--- src/rtl/instruction_fetch.sv ---
// instruction_fetch: PC register, next-PC selection, fetch address check and IF/ID pipeline register.
// Optional macro IF_PERF_CNT_EN adds the fetch_count / nullify_count performance outputs.
module instruction_fetch #(
  parameter logic [31:0] RESET_PC   = 32'h0000_3000,
  parameter logic [31:0] HANDLER_PC = 32'h0000_4180,
  parameter logic [31:0] IM_BASE    = 32'h0000_3000,
  parameter logic [31:0] IM_LAST    = 32'h0000_6FFC
) (
  input  logic        clk,
  input  logic        reset,
  input  logic        stall,
  input  logic        exc_req,
  input  logic        id_eret,
  input  logic [31:0] cp0_epc,
  input  logic        id_pc_jump,
  input  logic [31:0] id_npc_target,
  input  logic        id_has_delay_slot,
  input  logic        id_nullify_delay_slot,
  output logic [31:0] imem_addr,
  input  logic [31:0] imem_rdata,
  output logic [31:0] Inst,
  output logic [31:0] PC4,
  output logic        exception,
  output logic [31:0] EPC,
  output logic [4:0]  ExcCode,
  output logic        BD
`ifdef IF_PERF_CNT_EN
  ,
  output logic [31:0] fetch_count,
  output logic [31:0] nullify_count
`endif
);

  localparam logic [4:0] EXC_ADEL = 5'd4;

  logic [31:0] pc;
  logic [31:0] pc_plus4;
  logic [31:0] next_pc;
  logic        fetch_fault;

  assign imem_addr = pc;
  assign pc_plus4  = pc + 32'd4;

  // Misaligned or outside the instruction memory window raises AdEL.
  assign fetch_fault = (pc[1:0] != 2'b00) || (pc < IM_BASE) || (pc > IM_LAST);

  always_comb begin
    next_pc = pc_plus4;
    if (exc_req)
      next_pc = HANDLER_PC;
    else if (stall)
      next_pc = pc;
    else if (id_eret)
      next_pc = cp0_epc;
    else if (id_pc_jump)
      next_pc = id_npc_target;
  end

  always_ff @(posedge clk) begin
    if (reset)
      pc <= RESET_PC;
    else
      pc <= next_pc;
  end

  // IF/ID register; exc_req flushes the slot so the handler starts from a clean pipe.
  always_ff @(posedge clk) begin
    if (reset) begin
      Inst      <= 32'h0;
      PC4       <= RESET_PC + 32'd4;
      exception <= 1'b0;
      EPC       <= 32'h0;
      ExcCode   <= 5'd0;
      BD        <= 1'b0;
    end else if (exc_req) begin
      Inst      <= 32'h0;
      PC4       <= HANDLER_PC + 32'd4;
      exception <= 1'b0;
      EPC       <= 32'h0;
      ExcCode   <= 5'd0;
      BD        <= 1'b0;
    end else if (!stall) begin
      PC4 <= pc_plus4;
      if (id_nullify_delay_slot) begin
        Inst      <= 32'h0;
        exception <= 1'b0;
        EPC       <= pc;
        ExcCode   <= 5'd0;
        BD        <= 1'b0;
      end else begin
        Inst      <= fetch_fault ? 32'h0 : imem_rdata;
        exception <= fetch_fault;
        EPC       <= id_has_delay_slot ? (pc - 32'd4) : pc;
        ExcCode   <= fetch_fault ? EXC_ADEL : 5'd0;
        BD        <= id_has_delay_slot;
      end
    end
  end

`ifdef IF_PERF_CNT_EN
  always_ff @(posedge clk) begin
    if (reset) begin
      fetch_count   <= 32'h0;
      nullify_count <= 32'h0;
    end else if (!exc_req && !stall) begin
      fetch_count <= fetch_count + 32'd1;
      if (id_nullify_delay_slot)
        nullify_count <= nullify_count + 32'd1;
    end
  end
`endif

endmodule

--- config.mk ---
export PLATFORM = sky130hd
export DESIGN_NAME = instruction_fetch
export DESIGN_NICKNAME = d
export VERILOG_FILES = /design/src/rtl/instruction_fetch.sv
export SDC_FILE = /design/constraint.sdc
export NUM_CORES = 1
export LEC_CHECK = 0
export ABC_CLOCK_PERIOD_IN_PS = 2000
export BUFFER_PORTS_ARGS = -buffer_cell sky130_fd_sc_hd__buf_2
export CAP_MARGIN = 25
export CORE_MARGIN = 2
export CORE_UTILIZATION = 45
export CTS_CLUSTER_DIAMETER = 50
export DETAILED_ROUTE_END_ITERATION = 6
export PLACE_DENSITY = 0.78
export SLEW_MARGIN = 20
export SYNTH_ARGS = -nofsm -noshare
export SYNTH_HDL_FRONTEND = slang
export SYNTH_SLANG_ARGS = --single-unit
export TNS_END_PERCENT = 1
--- constraint.sdc ---
create_clock -name clk -period 2 [get_ports clk]
set_input_delay 0.1 -clock clk [delete_from_list [all_inputs] [get_ports clk]]
set_output_delay 0.1 -clock clk [all_outputs]
set_load 0.005 [all_outputs]
==> metrics.md <==
| Metric | Value |
|---|---|
| Initial core utilization | 0.458 |
| Met2 wire len | 11000 um |
| R2R Setup Slk | -0.02 ns |
| Hold crit path type | in2reg |
| Layout fillers | 1111 |
| CP Launch Type | flop |
| Fin crit period | 2.02 ns |
| Max Cap Violations | 0 |
| Post-route DRC violation count | 0 |
| Pleak | 4.02 nW |
| GP Congestion | 0.891 |
| Clock Latency Late Sink | 0.43 ns |
| CP Max Fanout | 7 |
| Bufs on Longest Clock Path | 2 |
| Detail Route Antenna Nets | 0 |
| RSZ-0062 raised after global routing | yes |
| Clock share of power | 0.464 |
| Sw Ratio | 0.264 |
| Yosys reg bits | 128 |
| Combinational share of power | 0.147 |
| Failing checks | negative setup slack |
| ANT cells | 0 |
| CP max-delay cell | or4_4 |
| Capturing point of the worst reg2reg path | EPC[28] |
| R2r worst-path depth | 5 |
| Syn-to-layout area delta | 45.9% |
| Status | complete, but fails checks |
| Vias in the first global route | 6941 |
| Placed cell count | 1170 |
| Slew Limit Fails | 0 |
| Reg clk slew, reported paths | 0.06 ns |
| Largest net degree at the start of global routing | 61 |
| GR Util All Layers | 0.305 |
| Worst Tran Pin Value | 0.550 ns |
| Post-Syn Area | 6330 um2 |
| Die Wd | 123 um |
| Setup CP Type | reg2reg |
| Hold depth | 3 |
| CP top delay family | simple AND/OR/NAND/NOR gates |
| Register area | 2570 um2 |
| Die height | 123 um |
| Required time worst endpoint | 2.35 ns |
| Multi-input gate area | 3470 um2 |
| Share of layout cells above drive strength 1 | 0.364 |
| First-pass GRT wire length | 35300 um |
| CP bufs+invs | 0 |
| Worst slew margin | 0.632 |
| Row count | 43 |
| Crit-path max cell delay | 0.52 ns |
| Flop pwr share | 0.389 |
| Hold path start | id_npc_target[24] |
| Top FF cell, synth | dfxtp_1 |
| Setup ws final | -0.0227 ns |
| Asr flop ratio synth | 0 |
| Power consumption | 0.00692 W |
| Clk root buf | clkbuf_16 |
| Nets | 1163 |
| Worst Setup End Kind | flop |
| Max rail drop VDD | 559 uV |
| PwrDens | 748 nW/um2 |
| CTS tree | yes |
| Total CTS buffers | 17 |
| DP Wirelength | 16300 um |
| Setup TNS | -0.0227 ns |
| Internal | 0.00509 W |
| Fmax | 494 MHz |
| Reg2reg start | imem_addr[12] |
| CP Cell Sequence | or4_4, or2_2, nor4_4, nand3_1, a31oi_1 |
| CTS sink count | 128 |
| I/O Buffers | 234 |
| GRT Residual Overflow | 0 |
| Core area | 13800 um2 |
| Fin crit share | 1.01 |
| Via/cell ratio | 5.85 |
| Htree depth | 4 |
| Full die area | 15000 um2 |
| Detailed Route WL | 23200 um |
| Initial antenna violation count | 0 |
| Synthesis Warnings | 0 |
| Met1 WL | 9170 um |
| Synth Area per Inst | 8.42 um2 |
| WL met3 | 2240 um |
| Finished Cell Area | 9240 um2 |
| Clk_skew | 0.00963 ns |
| DR WL/cell | 18.6 um |
| Post-DP Area | 8070 um2 |
| Switch Pwr | 0.00182 W |
| Final Hold Viols | 0 |
| Distinct cells, synth | 61 |
| Register area share after synthesis | 0.405 |
| Vias after detailed routing | 7309 |
| Critical path data arrival time | 2.38 ns |
| Starting DRT DRC Count | 781 |
| Post-synth EDFFs | 0 |
| Final setup vio count | 1 |
| Ports | 239 |
| Synthesized instance count | 752 |
| Pre-antenna DRT Iters | 6 |
| Layout Cells excl Fill | 1250 |
| Sink of the worst hold path | imem_addr[24] |
| Uppermost routed layer | met4 |
cell families after synthesis:
logic type               share of synthesized area
XOR/XNOR                                    0.0636
AND/OR/NAND/NOR                              0.181
buffers and inverters                       0.0679
other                                     0.000592
multiplexers                                0.0142
AO/OA/AOI/OAI                                0.264
adder cells (fa/ha/maj)                    0.00395
flip-flops                                   0.405
cells in the mapped netlist, types with 12 or more instances:
master / number / share of area
a211oi_1: 12 / 0.014
a21oi_1: 67 / 0.053
a221oi_1: 14 / 0.019
a22o_1: 35 / 0.048
clkbuf_1: 52 / 0.031
dfxtp_1: 128 / 0.40
inv_1: 16 / 0.0095
nand2_1: 37 / 0.022
nand3_1: 21 / 0.017
nor2_1: 53 / 0.031
nor3_1: 20 / 0.016
nor4_1: 20 / 0.020
o21ai_0: 71 / 0.056
xnor2_1: 38 / 0.053
cell usage in the layout, fill, tap and decap left out, types with 5 or more instances in the layout:
| cell type | n |
|---|---|
| and3_1 | 5 |
| a221o_1 | 5 |
| o22ai_1 | 7 |
| and4_1 | 5 |
| inv_1 | 16 |
| dfxtp_1 | 123 |
| a22oi_1 | 5 |
| o21ai_0 | 70 |
| dfxtp_2 | 5 |
| a22o_1 | 35 |
| nor4_1 | 13 |
| nand2_1 | 37 |
| a221oi_1 | 14 |
| a21oi_1 | 67 |
| xnor2_1 | 38 |
| nand4_1 | 10 |
| clkbuf_16 | 17 |
| a31oi_1 | 8 |
| nor3_1 | 19 |
| o31a_1 | 6 |
| buf_2 | 234 |
| dlygate4sd3_1 | 48 |
| a211oi_1 | 11 |
| mux2i_1 | 9 |
| nand3_1 | 19 |
| nor2_1 | 50 |
| nor4_2 | 7 |
| xor2_1 | 8 |
| buf_4 | 80 |
| or2_2 | 6 |
| o211ai_1 | 11 |
stage by stage:
stage | utilization | hold slack, ns | setup slack (ns)
2_1_floorplan | - | 0.226 | -0.0791
3_3_place_gp | 0.583 | 0.309 | -0.00304
3_5_place_dp | 0.583 | 0.311 | -0.0619
4_1_cts | 0.663 | 0.0000145 | -0.0147
5_1_grt | 0.668 | 0.0395 | -0.0854
6_report | 0.668 | 0.0176 | -0.0227
registers in the layout, summed over array words and instances (netlist names), named ones only:
register	flops
BD	1
EPC	30
ExcCode	1
Inst	32
PC4	32
imem_addr	30
area by class of cell:
| cell class | count | area share |
|---|---|---|
| flip-flops and latches | 128 | 0.278 |
| well taps | 180 | 0.0244 |
| repair buffers | 365 | 0.250 |
| clock inverters | 13 | 0.0176 |
| clock buffers | 19 | 0.0479 |
| multi-input cells | 528 | 0.375 |
| inverters | 17 | 0.00690 |
per-layer routing:
metal  vias to the layer above  GRT usage
met1                      3402      0.374
met4                         0      0.136
met3                        85     0.0957
li1                       3376          -
met5                         -          0
met2                       446      0.491
power by group through the flow:
stage                     combinational (W)  clock [W]  sequential, W
after floorplan                    0.000479          0        0.00274
after global placement             0.000885          0        0.00274
after detailed placement           0.000895          0        0.00274
after CTS                          0.000980    0.00324        0.00268
after global routing                0.00109    0.00334        0.00270
final                               0.00102    0.00321        0.00269
worst max path at each step:
stage,startpoint,end,slack [ns],cells past startpoint
after floorplan,imem_addr[12],EPC[27],-0.08,7
after global placement,imem_addr[4],EPC[31],-0.003,5
after detailed placement,imem_addr[12],EPC[30],-0.06,5
after CTS,imem_addr[12],EPC[29],-0.01,5
after global routing,imem_addr[12],EPC[29],-0.09,5
final,imem_addr[12],EPC[28],-0.02,5
what timing repair did:
| action | in CTS | in global routing |
|---|---|---|
| pin swaps | 0 | 6 |
| buffers inserted | 0 | 0 |
| endpoints found under the hold margin | 42 | 0 |
| gates resized for setup | 2 | 19 |
| hold buffers | 48 | 0 |
| endpoints found under the setup margin | 5 | 59 |
worst reg2reg max path: stages, from the launching register on:
cell and delay [ns]:
dfxtp_2 0.34, or4_4 0.52, or2_2 0.40, nor4_4 0.37
nand3_1 0.14, a31oi_1 0.19
Power figures use the tool's default switching activity.
